<file path="config.mk">
export PLATFORM = sky130hd
export DESIGN_NAME = mult_sequencer
export DESIGN_NICKNAME = d
export VERILOG_FILES = /design/src/rtl/mult_sequencer_pkg.sv /design/src/rtl/mult_datapath.sv /design/src/rtl/mult_sequencer.sv
export SDC_FILE = /design/constraint.sdc
export NUM_CORES = 1
export LEC_CHECK = 0
export ABC_CLOCK_PERIOD_IN_PS = 2100
export CELL_PAD_IN_SITES_DETAIL_PLACEMENT = 0
export CELL_PAD_IN_SITES_GLOBAL_PLACEMENT = 1
export CORE_MARGIN = 2
export CORE_UTILIZATION = 37
export CTS_CLUSTER_DIAMETER = 40
export DETAILED_ROUTE_END_ITERATION = 6
export GPL_ROUTABILITY_DRIVEN = 0
export PLACE_DENSITY_LB_ADDON = 0.1
export SYNTH_ARGS = -nofsm -noshare
export SYNTH_HDL_FRONTEND = slang
export SYNTH_SLANG_ARGS = --single-unit
</file>
<file path="constraint.sdc">
create_clock -name clk -period 2.1 [get_ports clk]
set_input_delay 0.315 -clock clk [delete_from_list [all_inputs] [get_ports clk]]
set_output_delay 0.315 -clock clk [all_outputs]
set_load 0.02 [all_outputs]
</file>
<file path="src/rtl/mult_sequencer_pkg.sv">
// Shared encodings and defaults for the multi-cycle multiply engine in the EX stage.
// Imported by the sequencer and its shift-add datapath.
package mult_sequencer_pkg;

  localparam int DATA_WIDTH_DEF   = 16;
  localparam int REG_ADDR_LEN_DEF = 4;
  localparam int CNT_WIDTH_DEF    = 5;

  // EX command encoding that routes an instruction into this engine
  localparam logic [3:0] EXE_MULT = 4'hD;

  typedef enum logic [1:0] {
    MS_IDLE = 2'd0,
    MS_RUN  = 2'd1,
    MS_DONE = 2'd2
  } ms_state_e;

endpackage

</file>
<file path="src/rtl/mult_datapath.sv">
// Radix-2 shift-add multiplier core: the multiplier sits in the low half of the
// accumulator and shifts out through bit 0 as the partial product shifts in.
module mult_datapath
  import mult_sequencer_pkg::*;
#(
  parameter int DATA_WIDTH = DATA_WIDTH_DEF
) (
  input  logic                      clk,
  input  logic                      rst_n,
  input  logic                      load,
  input  logic                      step,
  input  logic                      flush,
  input  logic [DATA_WIDTH-1:0]     op_a,
  input  logic [DATA_WIDTH-1:0]     op_b,
  output logic [2*DATA_WIDTH-1:0]   prod_next
);

  logic [2*DATA_WIDTH-1:0] acc;
  logic [DATA_WIDTH-1:0]   mcand;
  logic [DATA_WIDTH-1:0]   addend;
  logic [DATA_WIDTH:0]     sum;

  // Carry out of the upper-half add becomes the new MSB after the shift
  always_comb begin
    addend    = acc[0] ? mcand : '0;
    sum       = {1'b0, acc[2*DATA_WIDTH-1:DATA_WIDTH]} + {1'b0, addend};
    prod_next = {sum, acc[DATA_WIDTH-1:1]};
  end

  always_ff @(posedge clk or negedge rst_n) begin
    if (!rst_n) begin
      acc   <= '0;
      mcand <= '0;
    end else if (load) begin
      acc   <= {{DATA_WIDTH{1'b0}}, op_b};
      mcand <= op_a;
    end else if (flush) begin
      acc   <= '0;
    end else if (step) begin
      acc   <= prod_next;
    end
  end

endmodule

</file>
<file path="src/rtl/mult_sequencer.sv">
// Multi-cycle unsigned multiply for the EX stage: stalls the front end while the
// shift-add runs, then hands the low word to writeback and latches the high word in HI.
module mult_sequencer
  import mult_sequencer_pkg::*;
#(
  parameter int DATA_WIDTH   = DATA_WIDTH_DEF,
  parameter int REG_ADDR_LEN = REG_ADDR_LEN_DEF,
  parameter int CNT_WIDTH    = CNT_WIDTH_DEF
) (
  input  logic                     clk,
  input  logic                     rst_n,
  input  logic                     start,
  input  logic                     flush,
  input  logic [DATA_WIDTH-1:0]    op_a,
  input  logic [DATA_WIDTH-1:0]    op_b,
  input  logic [REG_ADDR_LEN-1:0]  dest_in,
  output logic                     stall,
  output logic                     wb_valid,
  input  logic                     wb_ready,
  output logic [REG_ADDR_LEN-1:0]  wb_dest,
  output logic [DATA_WIDTH-1:0]    wb_data,
  output logic [DATA_WIDTH-1:0]    hi_data
);

  ms_state_e               state;
  logic [CNT_WIDTH-1:0]    cnt;
  logic [REG_ADDR_LEN-1:0] dest_q;
  logic [2*DATA_WIDTH-1:0] prod_next;
  logic                    load;
  logic                    step;
  logic                    dp_flush;
  logic                    last_iter;

  // A new op is accepted from IDLE, or straight out of DONE when the result retires
  always_comb begin
    load      = start && !flush &&
                (state == MS_IDLE || (state == MS_DONE && wb_ready));
    step      = (state == MS_RUN) && !flush;
    dp_flush  = (state == MS_RUN) && flush;
    last_iter = (cnt == CNT_WIDTH'(DATA_WIDTH - 1));
    stall     = (state == MS_RUN) ||
                (state == MS_DONE && !wb_ready) ||
                (state == MS_IDLE && start && !flush);
  end

  mult_datapath #(
    .DATA_WIDTH (DATA_WIDTH)
  ) u_datapath (
    .clk       (clk),
    .rst_n     (rst_n),
    .load      (load),
    .step      (step),
    .flush     (dp_flush),
    .op_a      (op_a),
    .op_b      (op_b),
    .prod_next (prod_next)
  );

  always_ff @(posedge clk or negedge rst_n) begin
    if (!rst_n) begin
      state    <= MS_IDLE;
      cnt      <= '0;
      dest_q   <= '0;
      wb_valid <= 1'b0;
      wb_dest  <= '0;
      wb_data  <= '0;
      hi_data  <= '0;
    end else begin
      case (state)
        MS_IDLE: begin
          if (load) begin
            dest_q <= dest_in;
            cnt    <= '0;
            state  <= MS_RUN;
          end
        end
        MS_RUN: begin
          if (flush) begin
            cnt   <= '0;
            state <= MS_IDLE;
          end else begin
            cnt <= cnt + CNT_WIDTH'(1);
            // Final iteration: the product is committed here, HI included
            if (last_iter) begin
              wb_valid <= 1'b1;
              wb_dest  <= dest_q;
              wb_data  <= prod_next[DATA_WIDTH-1:0];
              hi_data  <= prod_next[2*DATA_WIDTH-1:DATA_WIDTH];
              state    <= MS_DONE;
            end
          end
        end
        MS_DONE: begin
          if (wb_ready) begin
            wb_valid <= 1'b0;
            if (load) begin
              dest_q <= dest_in;
              cnt    <= '0;
              state  <= MS_RUN;
            end else begin
              state <= MS_IDLE;
            end
          end
        end
        default: begin
          state <= MS_IDLE;
        end
      endcase
    end
  end

`ifndef SYNTHESIS
  // The EX stage must not present a new multiply while this one is still busy
  start_while_busy_a: assert property (@(posedge clk) disable iff (!rst_n)
    !(start && (state == MS_RUN || (state == MS_DONE && !wb_ready))));
`endif

endmodule

</file>
==> results of run 1 <==
[routing by layer]
layer,global-route usage,share of wire,routed length [um],vias to the layer above
li1,-,-,-,1857
met1,0.251,0.47,5580,1835
met2,0.289,0.48,5670,58
met3,0.0265,0.028,329,12
met4,0.0737,0.017,200,0
met5,0,0,0,-
[state kept, by name, indices dropped and copies added (netlist names)]
register / cells
u_datapath.mcand: 16
wb_valid: 1
hi_data: 16
cnt: 5
u_datapath.acc: 32
dest_q: 4
wb_dest: 4
wb_data: 16
state: 2
[stage by stage]
stage,cell area [sq um],setup WS [ns],TNS (ns),std cells
final,6690,-0.175,-2.32,765
after global routing,6690,-0.304,-4.41,765
after CTS,6440,-0.199,-1.65,759
after detailed placement,6020,-0.275,-3.70,742
after global placement,6020,-0.229,-2.68,742
after floorplan,4710,-0.0868,-0.432,468
[how the worst max path moves through the flow]
stage / to / cells after the start / start
floorplan: hi_data[13]$_DFFE_PN0P_ / 10 / u_datapath.acc[0]$_DFFE_PN0P_
global placement: hi_data[15]$_DFFE_PN0P_ / 9 / u_datapath.acc[0]$_DFFE_PN0P_
detailed placement: hi_data[10]$_DFFE_PN0P_ / 9 / u_datapath.acc[0]$_DFFE_PN0P_
CTS: hi_data[11]$_DFFE_PN0P_ / 10 / u_datapath.acc[0]$_DFFE_PN0P_
global route: hi_data[13]$_DFFE_PN0P_ / 10 / u_datapath.acc[0]$_DFFE_PN0P_
finish: hi_data[7]$_DFFE_PN0P_ / 11 / u_datapath.acc[0]$_DFFE_PN0P_
[synthesized netlist by cell type, drive strengths merged (2+ instances only)]
master	count
a31oi	4
o22ai	2
clkbuf	19
xnor2	12
nor2b	4
nand2b	5
a21oi	32
a22o	12
o21bai	2
nand3b	2
buf	3
mux2	31
o21a	4
ha	18
nand2	104
nand3	6
a21o	3
dfrtp	96
and3	18
inv	7
o211ai	2
o21ai	42
and2	17
nor2	10
[worst reg2reg max path, cell delays in order, from the launching register on]
cell and delay, ns:
dfrtp_1 0.38, and2_4 0.16, ha_4 0.13, inv_2 0.04, fa_2 0.39, nor2b_4 0.15
o2111ai_2 0.15, buf_4 0.17, nand3_4 0.11, a31oi_4 0.09, xnor2_1 0.15, mux2_2 0.26
[what timing repair did]
| action | in CTS | in global routing |
|---|---|---|
| gates resized for setup | 27 | 39 |
| endpoints found under the hold margin | 26 | 0 |
| buffers inserted | 0 | 6 |
| hold buffers | 1 | 0 |
| pin swaps | 17 | 20 |
| endpoints found under the setup margin | 24 | 38 |
[cells by family (layout without fill, tap and decap cells)]
kind of cell,count (synthesis),after routing,synth area share
AOI/OAI and AO/OA,109,109,0.146
xor gates and xnor gates,13,13,0.0242
adders and majority gates,19,19,0.0522
buffers and inverters,29,154,0.0253
DFF,96,96,0.511
muxes,31,31,0.0743
and+or+nand+nor,171,171,0.166
[power by group]
group | internal, mW | total, mW | switching [mW]
clock | 0.844 | 1.55 | 0.706
combinational | 0.455 | 0.893 | 0.438
sequential | 2.01 | 2.12 | 0.111
total | 3.30 | 4.56 | 1.25
[placed cells by master, fill, tap and decap left out, drive strengths merged, types with 6 or more instances in the layout]
cell,instances
nand2,104
dfrtp,96
clkdlybuf4s50,77
buf,53
o21ai,42
a21oi,32
mux2,31
and3,18
ha,18
and2,17
clkbuf,13
a22o,12
xnor2,12
nor2,10
inv,8
nand3,6
[final cells by class]
type,count,area (sq um)
Fill cell,1208,5830
Multi-Input combinational cell,343,2520
Sequential cell,96,2400
Timing Repair Buffer,131,1250
Clock buffer,13,250
Tap cell,172,215
Inverter,7,26.3
Clock inverter,3,25.0
==> results.cfg, run 1 <==
[run_status]
violations = setup timing
status = finished, violations left

[die]
die_w_um = 117
coreArea_sq_um = 12500
rows = 41
io_pins = 79
dieArea_sq_um = 13600
initial_core_util = 0.375
fp.dieH_um = 117

[logic_synthesis]
synth_enable_flop_cells = 0
synth_top_area_share = 0.511
synth_nets = 528
postSynth.asyncResetShare = 1.00
ys_seq_area_frac = 0.511
yosysWarnings = 0
synthFlopType = dfrtp_1
netlist_area_sq_um = 4700
yosys-top-cells-area = dfrtp_1 (51%), nand2_1 (8.3%), mux2_2 (7.4%)
synth_seq_cells = 96
ys_types = 42
yosys.area.top_type = dfrtp_1
syn_inst = 468
syn_area_per_cell_sq_um = 10.0

[detailed_routing]
first_iter_violations = 166
wl_per_cell_um = 15.4
drc_errors = 0
dr.pass1.iters = 4
via_count = 3762
via_per_inst = 4.92
drtAntennaViolNets = 0
wirelength_um = 11800

[sta]
finalHoldViolCount = 0
final.setup_skew_ns = 0.00870
final.period_utilization = 1.08
drv_slew = 0
setup_ws_ns = -0.175
slew_headroom = 0.679
max_freq_ghz = 0.440
finalCriticalPeriod_ns = 2.28
holdWs_ns = 0.422
tightest_slew_ns = 0.480
rsz0062_at_grt = true
setup_viol = 20

[critical_path]
reg2reg_from = u_datapath.acc[0]$_DFFE_PN0P_
cp_slowest_stage_delay_ns = 0.39
cp_cell_sequence = and2_4 -> ha_4 -> inv_2 -> fa_2 -> nor2b_4 -> o2111ai_2 -> buf_4 -> nand3_4 -> a31oi_4 -> xnor2_1 -> mux2_2
reg2reg_setup_slack_ns = -0.18
crit_type = reg2reg
cp_slowest_cell = fa_2
cp-end-kind = flop
start_kind = flop
worstReg2RegEnd = hi_data[7]$_DFFE_PN0P_
crit_arrival_ns = 2.51
ff2ff_path_depth = 11
worstPathRequired_ns = 2.33
cpLargestDelayFamily = adder cells
critPathBufInv = 2
path_max_fanout = 3

[pwr]
power_mw = 4.56
leakage_nw = 3.11
powerDensity_nw_per_um2 = 681
peakVddDrop_v = 0.000314

[global_routing]
grt_pass1_wl_um = 19100
grt_usage = 0.182
gr-total-overflow = 0
antenna_found_initial = 0
grt_pass1_vias = 3797
grt_max_degree = 44

[finish]
diodes = 0
drive_gt1_frac = 0.251
nNetsFinal = 648
final_core_util = 0.535
area_growth_pct = 42.4

[hold_path]
hold_path_class = in2async

[clocking]
clock_path_buffers = 2
clock-root-buffer = clkbuf_16
cts_made_buffers = 9
cts_tree = built
cts_sinks = 96
clk_latency_ns = 0.35
htree_levels = 3
path_clk_slew_ns = 0.07

[job]
max_cap_violations = 0

[placement]
dp.final_hpwl_um = 8200
port_buffers = 78
Note: power is estimated with default switching activity, not from simulation.
==> run 2: changes to the inputs <==
MAX_ROUTING_LAYER = met4   (was not set)
==> run 2 against run 1 <==
Compared with the run above: the run still ends with setup timing left; combinational power about the same; routed wire length about the same; total power decreased by 0.14%; via count about the same; clock-buffer cell count unchanged; global-route usage increased by 0.53 points; critical path depth unchanged; critical path type unchanged; largest cell class unchanged.
==> results.cfg, run 2 (synthesized netlist as in run 1, its figures left out) <==
[run_status]
status = finished, violations left
violations = setup timing

[critical_path]
critPathCapture = hi_data[7]$_DFFE_PN0P_
worstReg2RegEnd = hi_data[7]$_DFFE_PN0P_
cp_cell_sequence = and2_4 -> ha_4 -> inv_2 -> fa_2 -> nor2b_4 -> o2111ai_2 -> buf_4 -> nand3_4 -> a31oi_4 -> xnor2_1 -> mux2_2
cp-end-kind = flop
start_kind = flop
ff2ff_path_depth = 11
crit_type = reg2reg
startpoint = u_datapath.acc[0]$_DFFE_PN0P_
cp_slowest_stage_delay_ns = 0.39
reg2reg_setup_slack_ns = -0.18
worstPathRequired_ns = 2.33
crit_arrival_ns = 2.51
cp_slowest_cell = fa_2
path_max_fanout = 3
reg2reg_from = u_datapath.acc[0]$_DFFE_PN0P_

[sta]
setup_viol = 20
rsz0062_at_grt = true
setup_ws_ns = -0.176
holdWs_ns = 0.423
final.setup_skew_ns = 0.00682
max_freq_ghz = 0.439
finalCriticalPeriod_ns = 2.28
slew_headroom = 0.668
fin_tns_setup_ns = -2.32
final.period_utilization = 1.08
finalHoldViolCount = 0
tightest_slew_ns = 0.497
drv_slew = 0

[finish]
final_core_util = 0.535
area_growth_pct = 42.4
drive_gt1_frac = 0.251
largest-register = u_datapath.acc
nNetsFinal = 648
final_cell_mix = nand2_1 (100), dfrtp_1 (96), clkdlybuf4s50_1 (77)
ff_latch_area_sq_um = 2400
largest_register_ffs = 32
fill_cells = 1208
multi_input_area_sq_um = 2520
final_common_cell = nand2_1
final_area_sq_um = 6690
diodes = 0

[detailed_routing]
wirelength_um = 11800
dr.pass1.iters = 4
drtAntennaViolNets = 0
via_per_inst = 4.92
first_iter_violations = 159
wl_per_cell_um = 15.4
via_count = 3763
drc_errors = 0

[hold_path]
hold_path_class = in2async

[die]
rows = 41
coreArea_sq_um = 12500
fp.dieH_um = 117
io_pins = 79
initial_core_util = 0.375
die_w_um = 117
dieArea_sq_um = 13600

[pwr]
peakVddDrop_v = 0.000312
leakage_nw = 3.11
powerDensity_nw_per_um2 = 680

[global_routing]
grt_usage = 0.187
gr-total-overflow = 0
grt_max_degree = 44
grt_pass1_wl_um = 19100
antenna_found_initial = 0
grt_pass1_vias = 3797

[job]
max_cap_violations = 0

[clocking]
htree_levels = 3
clk_latency_ns = 0.35
path_clk_slew_ns = 0.07
cts_made_buffers = 9
clock-root-buffer = clkbuf_16
cts_sinks = 96
clock_path_buffers = 2
cts_tree = built

[placement]
port_buffers = 78
dp.final_hpwl_um = 8200
placed_area_sq_um = 6020
[run 2: cell counts in the layout (fill, tap and decap cells not counted)]
Identical to the previous run, type by type.
[run 2: where the power goes]
part	switching (mW)	total (mW)	internal, mW
sequential	0.110	2.12	2.01
clock	0.702	1.55	0.843
combinational	0.436	0.891	0.455
[run 2: how the worst min path moves through the flow]
stage	from	end	cells after the start
finish	rst_n	wb_data[10]$_DFFE_PN0P_	2
global route	rst_n	wb_data[10]$_DFFE_PN0P_	2
CTS	rst_n	wb_data[10]$_DFFE_PN0P_	2
detailed placement	rst_n	wb_data[10]$_DFFE_PN0P_	1
global placement	rst_n	wb_data[10]$_DFFE_PN0P_	1
floorplan	rst_n	cnt[0]$_DFFE_PN0P_	0
[run 2: metrics by stage]
stage          power (mW)  setup WS [ns]  instances
2_1_floorplan        2.54        -0.0868        468
3_3_place_gp         2.91         -0.229        742
3_5_place_dp         2.93         -0.275        742
4_1_cts              4.55         -0.199        759
5_1_grt              4.79         -0.304        765
6_report             4.55         -0.176        765
[run 2: repair_timing]
| action | CTS | global route |
|---|---|---|
| pin swaps | 17 | 20 |
| setup endpoints to repair | 24 | 38 |
| buffers inserted | 0 | 6 |
| resized for setup | 27 | 39 |
| hold endpoints to repair | 26 | 0 |
| hold buffers | 1 | 0 |
[run 2: critical path: cells and delay by family (launching register included)]
| kind | cells | cell delay, ns |
|---|---|---|
| multiplexers | 1 | 0.26 |
| adder cells (fa/ha/maj) | 2 | 0.52 |
| AO/OA/AOI/OAI | 2 | 0.24 |
| XOR/XNOR | 1 | 0.15 |
| buffers and inverters | 2 | 0.21 |
| flip-flops | 1 | 0.38 |
| AND/OR/NAND/NOR | 3 | 0.42 |
[run 2: final cells by class]
cell class	instances	area share
Clock inverter	3	0.00374
Tap cell	172	0.0322
Clock buffer	13	0.0374
Inverter	7	0.00393
Multi-Input combinational cell	343	0.377
Timing Repair Buffer	131	0.186
Sequential cell	96	0.359
[run 2: layer usage]
metal | track usage | wire length [um] | vias up
li1 | - | - | 1857
met3 | 0.0265 | 355 | 12
met1 | 0.250 | 5560 | 1832
met2 | 0.290 | 5670 | 62
met5 | - | 0 | -
met4 | 0.0737 | 192 | 0
